File: config.mk
export PLATFORM = sky130hd
export DESIGN_NAME = multdiv_seq_flat
export DESIGN_NICKNAME = d
export VERILOG_FILES = /design/src/rtl/multdiv_pkg.sv /design/src/rtl/multdiv_seq_if.sv /design/src/rtl/multdiv_seq_booth_recoder.sv /design/src/rtl/register32.sv /design/src/rtl/multdiv_seq.sv /design/src/flat_wrapper.sv
export SDC_FILE = /design/constraint.sdc
export NUM_CORES = 1
export LEC_CHECK = 0
export CORE_AREA = 4 4 204 206
export DETAILED_ROUTE_END_ITERATION = 8
export DIE_AREA = 0 0 208 210
export PLACE_DENSITY_LB_ADDON = 0.3
export SLEW_MARGIN = 10
export SYNTH_ARGS = -nofsm -noshare
export SYNTH_HDL_FRONTEND = slang
export SYNTH_SLANG_ARGS = --single-unit
export TNS_END_PERCENT = 50
File: constraint.sdc
create_clock -name clock -period 7.9 [get_ports clock]
set_input_delay 1.185 -clock clock [delete_from_list [all_inputs] [get_ports clock]]
set_output_delay 1.185 -clock clock [all_outputs]
set_load 0.02 [all_outputs]
File: src/rtl/multdiv_pkg.sv
// rtl/multdiv_pkg.sv - shared state encoding and constants for the multiply/divide unit
package multdiv_pkg;

  typedef enum logic [1:0] {
    IDLE     = 2'd0,
    MULT_RUN = 2'd1,
    DIV_RUN  = 2'd2,
    DONE     = 2'd3
  } state_t;

  localparam int          WIDTH      = 32;
  localparam logic [5:0]  MULT_ITERS = 6'd16;
  localparam logic [5:0]  DIV_ITERS  = 6'd32;
  localparam logic [31:0] INT_MIN    = 32'h8000_0000;

endpackage

File: src/rtl/multdiv_seq_if.sv
// rtl/multdiv_seq_if.sv - operand/control/result bundle between pipeline and multiply/divide unit
interface multdiv_seq_if;

  logic [31:0] data_operandA;
  logic [31:0] data_operandB;
  logic        ctrl_MULT;
  logic        ctrl_DIV;
  logic [31:0] data_result;
  logic        data_exception;
  logic        data_resultRDY;

  modport master (
    output data_operandA, data_operandB, ctrl_MULT, ctrl_DIV,
    input  data_result, data_exception, data_resultRDY
  );

  modport slave (
    input  data_operandA, data_operandB, ctrl_MULT, ctrl_DIV,
    output data_result, data_exception, data_resultRDY
  );

endinterface

File: src/rtl/multdiv_seq_booth_recoder.sv
// rtl/multdiv_seq_booth_recoder.sv - radix-4 modified Booth digit recoder
module booth_recoder (
  input  logic [2:0] window,
  output logic       zero,
  output logic       one,
  output logic       two,
  output logic       negate
);

  // Map {b(i+1), b(i), b(i-1)} to a digit in {-2,-1,0,+1,+2}.
  always_comb begin
    zero   = (window == 3'b000) || (window == 3'b111);
    one    = (window == 3'b001) || (window == 3'b010) ||
             (window == 3'b101) || (window == 3'b110);
    two    = (window == 3'b011) || (window == 3'b100);
    negate = window[2] & ~(window[1] & window[0]);
  end

endmodule

File: src/rtl/register32.sv
// rtl/register32.sv - 32-bit write-enabled register with asynchronous clear
module register32 (
  input  logic        clock,
  input  logic        clr,
  input  logic        we,
  input  logic [31:0] d,
  output logic [31:0] q
);

  // Capture d when enabled; clear immediately on clr.
  always_ff @(posedge clock or posedge clr) begin
    if (clr) q <= '0;
    else if (we) q <= d;
  end

endmodule

File: src/rtl/multdiv_seq.sv
// rtl/multdiv_seq.sv - multi-cycle signed 32-bit Booth multiplier / non-restoring divider
module multdiv_seq
  import multdiv_pkg::*;
(
  input  logic         clock,
  input  logic         clr,
  multdiv_seq_if.slave bus
);

  state_t      state;
  logic [5:0]  iterCount;
  logic [31:0] regA, regB;
  logic [31:0] resultReg;
  logic        excReg, rdyReg;

  logic startMult, startDiv, startAny, illegal;
  assign startMult = bus.ctrl_MULT & ~bus.ctrl_DIV;
  assign startDiv  = bus.ctrl_DIV & ~bus.ctrl_MULT;
  assign startAny  = startMult | startDiv;
  assign illegal   = bus.ctrl_MULT & bus.ctrl_DIV;

  register32 latchA (.clock(clock), .clr(clr), .we(startAny), .d(bus.data_operandA), .q(regA));
  register32 latchB (.clock(clock), .clr(clr), .we(startAny), .d(bus.data_operandB), .q(regB));

  // Multiplier datapath: {hiAcc, loAcc, qm1} shifts right two bits per iteration.
  logic [33:0] hiAcc;
  logic [31:0] loAcc;
  logic        qm1;
  logic        bZero, bOne, bTwo, bNeg;
  logic [33:0] aExt, ppMag, pp, boothSum;

  booth_recoder recoder (
    .window ({loAcc[1:0], qm1}),
    .zero   (bZero),
    .one    (bOne),
    .two    (bTwo),
    .negate (bNeg)
  );

  // Select the Booth partial product and add it to the upper accumulator.
  always_comb begin
    aExt = {{2{regA[31]}}, regA};
    case ({bZero, bOne, bTwo})
      3'b010:  ppMag = aExt;
      3'b001:  ppMag = {aExt[32:0], 1'b0};
      default: ppMag = '0;
    endcase
    pp       = bNeg ? (~ppMag + 34'd1) : ppMag;
    boothSum = hiAcc + pp;
  end

  // Divider datapath: magnitudes only; sign fixed up when the result is stored.
  logic [32:0] remAcc, remShift, remNext;
  logic [31:0] quoAcc, quoNext, divisorMag, dividendMagIn, quoSigned;

  // One non-restoring step plus the magnitude/sign helpers.
  always_comb begin
    divisorMag    = regB[31] ? (~regB + 32'd1) : regB;
    dividendMagIn = bus.data_operandA[31] ? (~bus.data_operandA + 32'd1) : bus.data_operandA;
    remShift      = {remAcc[31:0], quoAcc[31]};
    remNext       = remAcc[32] ? (remShift + {1'b0, divisorMag})
                               : (remShift - {1'b0, divisorMag});
    quoNext       = {quoAcc[30:0], ~remNext[32]};
    quoSigned     = (regA[31] ^ regB[31]) ? (~quoAcc + 32'd1) : quoAcc;
  end

  // Control FSM with registered result, exception and ready pulse.
  always_ff @(posedge clock or posedge clr) begin
    if (clr) begin
      state     <= IDLE;
      iterCount <= '0;
      hiAcc     <= '0;
      loAcc     <= '0;
      qm1       <= 1'b0;
      remAcc    <= '0;
      quoAcc    <= '0;
      resultReg <= '0;
      excReg    <= 1'b0;
      rdyReg    <= 1'b0;
    end else if (illegal) begin
      state  <= IDLE;
      rdyReg <= 1'b0;
    end else if (startMult) begin
      state     <= MULT_RUN;
      iterCount <= '0;
      hiAcc     <= '0;
      loAcc     <= bus.data_operandB;
      qm1       <= 1'b0;
      rdyReg    <= 1'b0;
    end else if (startDiv) begin
      state     <= DIV_RUN;
      iterCount <= '0;
      remAcc    <= '0;
      quoAcc    <= dividendMagIn;
      rdyReg    <= 1'b0;
    end else begin
      case (state)
        MULT_RUN: begin
          if (iterCount == MULT_ITERS) begin
            state     <= DONE;
            resultReg <= loAcc;
            excReg    <= (hiAcc != {34{loAcc[31]}});
            rdyReg    <= 1'b1;
          end else begin
            hiAcc     <= {{2{boothSum[33]}}, boothSum[33:2]};
            loAcc     <= {boothSum[1:0], loAcc[31:2]};
            qm1       <= loAcc[1];
            iterCount <= iterCount + 6'd1;
          end
        end
        DIV_RUN: begin
          if (iterCount == DIV_ITERS) begin
            state  <= DONE;
            rdyReg <= 1'b1;
            if (regB == '0) begin
              resultReg <= '0;
              excReg    <= 1'b1;
            end else if (regA == INT_MIN && regB == 32'hFFFF_FFFF) begin
              resultReg <= INT_MIN;
              excReg    <= 1'b1;
            end else begin
              resultReg <= quoSigned;
              excReg    <= 1'b0;
            end
          end else begin
            remAcc    <= remNext;
            quoAcc    <= quoNext;
            iterCount <= iterCount + 6'd1;
          end
        end
        DONE: begin
          state  <= IDLE;
          rdyReg <= 1'b0;
        end
        default: begin
          rdyReg <= 1'b0;
        end
      endcase
    end
  end

  assign bus.data_result    = resultReg;
  assign bus.data_exception = excReg;
  assign bus.data_resultRDY = rdyReg;

endmodule

File: src/flat_wrapper.sv
// flat-port wrapper written by rule: the top's interface ports become plain ports
module multdiv_seq_flat import multdiv_pkg::*;
  (clock, clr, bus_data_operandA, bus_data_operandB, bus_ctrl_MULT, bus_ctrl_DIV, bus_data_result, bus_data_exception, bus_data_resultRDY);
  multdiv_seq_if bus_i ();
  input  logic clock;
  input  logic clr;
  input wire logic [$bits(bus_i.data_operandA)-1:0] bus_data_operandA;
  input wire logic [$bits(bus_i.data_operandB)-1:0] bus_data_operandB;
  input wire logic [$bits(bus_i.ctrl_MULT)-1:0] bus_ctrl_MULT;
  input wire logic [$bits(bus_i.ctrl_DIV)-1:0] bus_ctrl_DIV;
  output wire logic [$bits(bus_i.data_result)-1:0] bus_data_result;
  output wire logic [$bits(bus_i.data_exception)-1:0] bus_data_exception;
  output wire logic [$bits(bus_i.data_resultRDY)-1:0] bus_data_resultRDY;
  assign bus_i.data_operandA = bus_data_operandA;
  assign bus_i.data_operandB = bus_data_operandB;
  assign bus_i.ctrl_MULT = bus_ctrl_MULT;
  assign bus_i.ctrl_DIV = bus_ctrl_DIV;
  assign bus_data_result = bus_i.data_result;
  assign bus_data_exception = bus_i.data_exception;
  assign bus_data_resultRDY = bus_i.data_resultRDY;
  multdiv_seq u_core (.clock(clock), .clr(clr), .bus(bus_i));
endmodule
# Word level (Yosys, flattened, before mapping)

Index checks and enable logic that the tools add are counted.

Flip-flop bits (word level): 238
Bits in latches: 0
Memory bits (writable): 0
ROM bits: 0
Input port bits: 68
Output and inout bits: 34
Logic and storage cells: 134
Memories kept: 0

Add/sub/neg operators: 8
$mul: 0
Div/mod/pow operators: 0
Magnitude comparators: 0
Equality and inequality tests: 26
Shift operators: 0
Mux-type cells: 51
Bitwise gates (word level): 18
Reduce and logical (&&, ||, !) cells: 19

Operators by type and width:

| cell                                                             | number |
|---|---|
| 32-bit 2-to-1 mux                                                | 14 |
| 34-bit 2-to-1 mux                                                | 5 |
| 33-bit 2-to-1 mux                                                | 4 |
| 32-bit by 1-bit adder with 32-bit output (second input constant) | 3 |
| 32-bit NOT                                                       | 3 |
| 34-bit case mux with 2 select lines                              | 1 |
| 32-bit == test (second input constant)                           | 2 |
| 32-bit case mux with 2 select lines                              | 1 |
| 34-bit by 1-bit adder with 34-bit output (second input constant) | 1 |
| 34-bit adder                                                     | 1 |
| 34-bit != test                                                   | 1 |
| 34-bit NOT                                                       | 1 |
| 33-bit by 32-bit adder with 33-bit output                        | 1 |
| 33-bit by 32-bit subtractor with 33-bit output                   | 1 |
| 32-bit logical NOT                                               | 1 |
| 6-bit 2-to-1 mux                                                 | 4 |
| 1-bit 2-to-1 mux                                                 | 13 |
| 3-bit == test (second input constant)                            | 4 |
| 6-bit case mux with 2 select lines                               | 1 |
| 4-bit AND reduction                                              | 3 |
| 2-bit 2-to-1 mux                                                 | 5 |
| 2-bit by 1-bit != test with 1-bit output (second input constant) | 5 |
| 5-bit by 1-bit != test with 1-bit output (second input constant) | 2 |
| 3-bit by 2-bit == test with 1-bit output (second input constant) | 3 |
| other kinds (22)                                                 | 42 |

# Longest topological paths before layout

Word-level depth: 14
Mapped depth: 28

# Cells and area by module

A second synthesis with hierarchy kept.

Cell total of the unflattened synthesis: 2,080
Area total of the unflattened synthesis: 18,410.2 um^2

By module, submodules not included:

| module        | instances | cells an instance | area an instance (um^2) | seq. area each (um^2) |
|---|---|---|---|---|
| multdiv_seq   | 1         | 1,935             | 15,651.3                | 4,304.1 |
| register32    | 2         | 69                | 1,348.8                 | 800.8 |
| booth_recoder | 1         | 7                 | 61.3                    | 0.0 |

# Worst setup path before layout

Ideal clock, no wire load.

Path kind: flip-flop to flip-flop
Start point: reg u_core.loAcc[1]
End point: reg u_core.hiAcc[32]
Arrival: 5,634 ps
Data required time: 7,774 ps
Setup slack: 2,140 ps
Cell stages (with the launch flop): 26
Path buffers: 5
Period minus slack after synthesis: 5,760 ps
Cell sequence: dfrtp_1 clkbuf_1 or3b_2 clkbuf_1 nand2_1 clkbuf_1 clkbuf_1 buf_1 a22oi_1 ha_1 o21ai_0 a21o_1 nor3_1 a21oi_1 xor2_1 ha_1 a211oi_1 o21bai_1 a211oi_1 o21ai_0 a221o_1 o311a_1 a221oi_1 xnor2_1 nor3b_1 a221o_1

Longest elaborated chain between the ends: 14

RTL lines:

| item                                                                                                 | RTL line                        | text |
|---|---|---|
| start, declared                                                                                      | multdiv_seq.sv:27               | `logic [31:0] loAcc;` |
| start signal, assigned                                                                               | multdiv_seq.sv:87               | `loAcc <= bus.data_operandB;` |
| start signal, assigned                                                                               | multdiv_seq.sv:106              | `loAcc <= {boothSum[1:0], loAcc[31:2]};` |
| 3-bit by 1-bit == test with 1-bit output or 3-bit by 2-bit == test with 1-bit output (tied branches) | multdiv_seq_booth_recoder.sv:13 | `one = (window == 3'b001) \|\| (window == 3'b010) \|\|` |
| 1-bit logical OR (2 in series)                                                                       | multdiv_seq_booth_recoder.sv:13 |  |
| 1-bit logical OR                                                                                     | multdiv_seq_booth_recoder.sv:14 | `(window == 3'b101) \|\| (window == 3'b110);` |
| 3-bit by 1-bit == test with 1-bit output or 3-bit by 2-bit == test with 1-bit output (tied branches) | multdiv_seq.sv:43               | `case ({bZero, bOne, bTwo})` |
| 34-bit case mux with 2 select lines                                                                  | multdiv_seq.sv:43               |  |
| 34-bit NOT                                                                                           | multdiv_seq.sv:48               | `pp = bNeg ? (~ppMag + 34'd1) : ppMag;` |
| 34-bit by 1-bit adder with 34-bit output                                                             | multdiv_seq.sv:48               |  |
| 34-bit 2-to-1 mux *                                                                                  | multdiv_seq.sv:48               |  |
| 34-bit adder *                                                                                       | multdiv_seq.sv:49               | `boothSum = hiAcc + pp;` |
| 34-bit 2-to-1 mux *                                                                                  | multdiv_seq.sv:99               | `if (iterCount == MULT_ITERS) begin` |
| 34-bit 2-to-1 mux *                                                                                  | multdiv_seq.sv:97               | `case (state)` |
| 34-bit 2-to-1 mux *                                                                                  | multdiv_seq.sv:90               | `end else if (startDiv) begin` |
| 34-bit 2-to-1 mux *                                                                                  | multdiv_seq.sv:83               | `end else if (startMult) begin` |
| end signal, assigned                                                                                 | multdiv_seq.sv:105              | `hiAcc <= {{2{boothSum[33]}}, boothSum[33:2]};` |
| end, declared                                                                                        | multdiv_seq.sv:26               | `logic [33:0] hiAcc;` |

Mark *: on every way between the ends. The rest lies on a longest branch, timed or not. The select of a mux whose other input is x is not followed.
A chain may end at the register's enable or synchronous reset.

# Worst setup path in the final report

Same ends and word-level chain as after synthesis.

==> metrics <==
run status=complete, no violations; DR DRC count=0; FF-to-FF setup slack=1.41 ns; Worst path max stage delay=0.69 ns; Syn Area/Cell=8.46 um2; Post-synth EDFFs=0; total wire length=52000 um; Synth Instances=2096; # rows=73; Synth async-reset ratio=100%; total CTS buffers=28; mapped cell area=17700 um2; postcts setup bufs=0; Slew @ Worst Pin=1.18 ns; Peak VDD IR=229 uV; post-synthesis sequential area ratio=33.3%; ys flop type=dfrtp_1; Final setup viols=0; Met1 Wirelength=22500 um; NumNets Final=2264; CTS Root Buffer Type=clkbuf_16; metal3 WL=3110 um; top routing layer used=met4; Synth area leaders=dfrtp_1, ha_1, o21ai_0; crit path DAT=6.94 ns; Via Count=15900; Min Clock Period, post-route=6.49 ns; Setup Skew=0.0184 ns; crit start category=flop; hold_ws=0.493 ns; vias in the first global route=15300; Synth top cells by count=dfrtp_1, nand2_1, o21ai_0; origin of the critical flop-to-flop path=u_core.loAcc[1]$_DFFE_PP0P_; Final Hold Vio Count=0; Die Y=210 um; met2 wire length=24500 um; Hold Crit Class=reg -> reg; leakage=8.27 nW; hold path cells=2; synth warn=0; slowest CP cell=dfrtp_1; Die X=208 um; global-route wire length before repair=83100 um; share of cells above drive strength 1=7.77%; DP Wirelength=38100 um; GPL Wtd Cong=0.970; Total Neg Setup Slack=0 ns; placed cell area=19100 um2; CP endpoint=u_core.hiAcc[32]$_DFFE_PP0P_; gr ovfl total=0; post-synth top area share=33.3%; Wirelength per Cell=19.5 um; Max Fclk=154 MHz; Hold Crit Start=u_core.remAcc[7]$_DFFE_PP0P_; crit-path cells=a21bo_2 > o21ai_1 > a221o_1 > nor4_1 > nand4b_1 > nor3_1 > nand4b_1 > o21ai_0 > a22oi_1 > o21ai_1 > ha_1 > a21oi_1 > nand2_1 > or2_2 > o311a_1 > a221oi_1 > xnor2_1 > nor3b_1 > a221o_1; clk_lat worst skew=0.57 ns; area delta synth->final=13.6%; antenna violations before repair=0; r2r endpoint=u_core.hiAcc[32]$_DFFE_PP0P_; Max Cap Viol=0; largest net degree at the start of global routing=186; DRT iter0 DRCs=1337; Critical Path Fanout Max=28; DRT Pass-1 Iters=7; final instance area=20100 um2; period utilisation layout=82.2%; Final Max Tran Viols=0; FF+latch count, synth=236; post-CTS sizing=0; Slew HR=21.2%; Synth Net Count=2245; Yosys top cell by area=dfrtp_1; GRT Resource Usage Total=22.9%; Vias/cell=5.99; ANT nets after route=0; htree depth=1; CTS tree=done; I/O pins=102; CP endpoint kind=flop; clock transition at the registers of the reported paths=0.07 ns; clk buf depth=3; R2R cell count=19; P per Cell Area=442 nW/um2; Core Region=39600 um2; hold buffer count at cts=0; Antenna diodes=0; unrepaired setup endpoints after global routing=false; Req. time, crit path=8.35 ns; kind of critical path=reg -> reg; CTS sink count=236; die area=43700 um2; Worst Setup SP=u_core.loAcc[1]$_DFFE_PP0P_; most frequent cell after synthesis=dfrtp_1; post-synth cell types=79; PortBufs=101; Starting Density=44.7%
==> cells by family after synthesis <==
| logic type | after synthesis | synth area share [%] |
|---|---|---|
| simple gates | 663 | 18.5 |
| compound gates | 640 | 22.4 |
| buf+inv | 175 | 3.84 |
| mux | 107 | 6.49 |
| fa+ha+maj | 81 | 5.80 |
| flops | 236 | 33.3 |
| xor+xnor | 194 | 9.62 |
==> state kept, by name, indices dropped and copies added (netlist names) <==
name,cells
u_core.qm1,1
u_core.latchA.q,32
u_core.remAcc,33
u_core.bus.data_result,32
u_core.loAcc,32
u_core.state,2
u_core.bus.data_resultRDY,1
u_core.iterCount,6
u_core.latchB.q,32
u_core.quoAcc,32
u_core.bus.data_exception,1
u_core.hiAcc,32
==> critical path: cells and delay by family (launching register included) <==
family | cells | cell delay, ns
XOR/XNOR | 1 | 0.18
flip-flops | 1 | 0.69
adder cells (fa/ha/maj) | 1 | 0.32
AND/OR/NAND/NOR | 7 | 2.23
AO/OA/AOI/OAI | 10 | 2.94
==> worst min-delay path by stage <==
stage / endpoint / slack, ns
final: u_core.remAcc[7]$_DFFE_PP0P_ / 0.49
after floorplan: u_core.remAcc[3]$_DFFE_PP0P_ / 0.45
after CTS: u_core.remAcc[13]$_DFFE_PP0P_ / 0.50
after global routing: u_core.remAcc[7]$_DFFE_PP0P_ / 0.52
after global placement: u_core.remAcc[4]$_DFFE_PP0P_ / 0.47
after detailed placement: u_core.remAcc[26]$_DFFE_PP0P_ / 0.48
==> report_power, final <==
| group | total, mW | internal, mW | switching [mW] | leakage (nW) |
|---|---|---|---|---|
| Combinational | 5.22 | 2.23 | 3.00 | 4.86 |
| Clock | 1.47 | 0.919 | 0.554 | 0.502 |
| Sequential | 2.20 | 1.66 | 0.543 | 2.91 |
==> stage by stage <==
step	instances	total power [mW]	utilization (%)	setup slack [ns]
2_1_floorplan	2096	6.01	-	0.240
3_3_place_gp	2610	7.24	48.2	1.53
3_5_place_dp	2610	7.37	48.2	1.35
4_1_cts	2661	8.89	50.8	1.32
5_1_grt	2661	9.61	50.8	0.887
6_report	2661	8.90	50.8	1.41
==> cell usage in the layout (no fill, tap or decap), types with 26 or more instances in the layout <==
| cell type | n |
|---|---|
| a21oi_1 | 189 |
| a22o_1 | 28 |
| clkbuf_16 | 29 |
| clkdlybuf4s50_1 | 101 |
| dfrtp_1 | 235 |
| ha_1 | 78 |
| inv_1 | 43 |
| mux2_2 | 64 |
| mux2i_1 | 43 |
| nand2_1 | 224 |
| nand3_1 | 28 |
| nor2_1 | 143 |
| nor2b_1 | 47 |
| nor3_1 | 33 |
| nor4_1 | 26 |
| o21ai_0 | 195 |
| o31ai_1 | 39 |
| xnor2_1 | 93 |
| xor2_1 | 98 |
==> routing by layer <==
| metal | vias up | global-route usage [%] |
|---|---|---|
| met3 | 109 | 3.97 |
| met4 | 0 | 7.34 |
| met2 | 479 | 38.4 |
| met5 | - | 0 |
| met1 | 7685 | 30.5 |
| li1 | 7659 | - |
==> area by class of cell <==
type | count | area, um2
Clock buffer | 39 | 823
Clock inverter | 12 | 218
Fill cell | 3746 | 19500
Inverter | 45 | 176
Multi-Input combinational cell | 1685 | 11200
Sequential cell | 236 | 5910
Tap cell | 525 | 657
Timing Repair Buffer | 119 | 1160
Power figures use the tool's default switching activity.
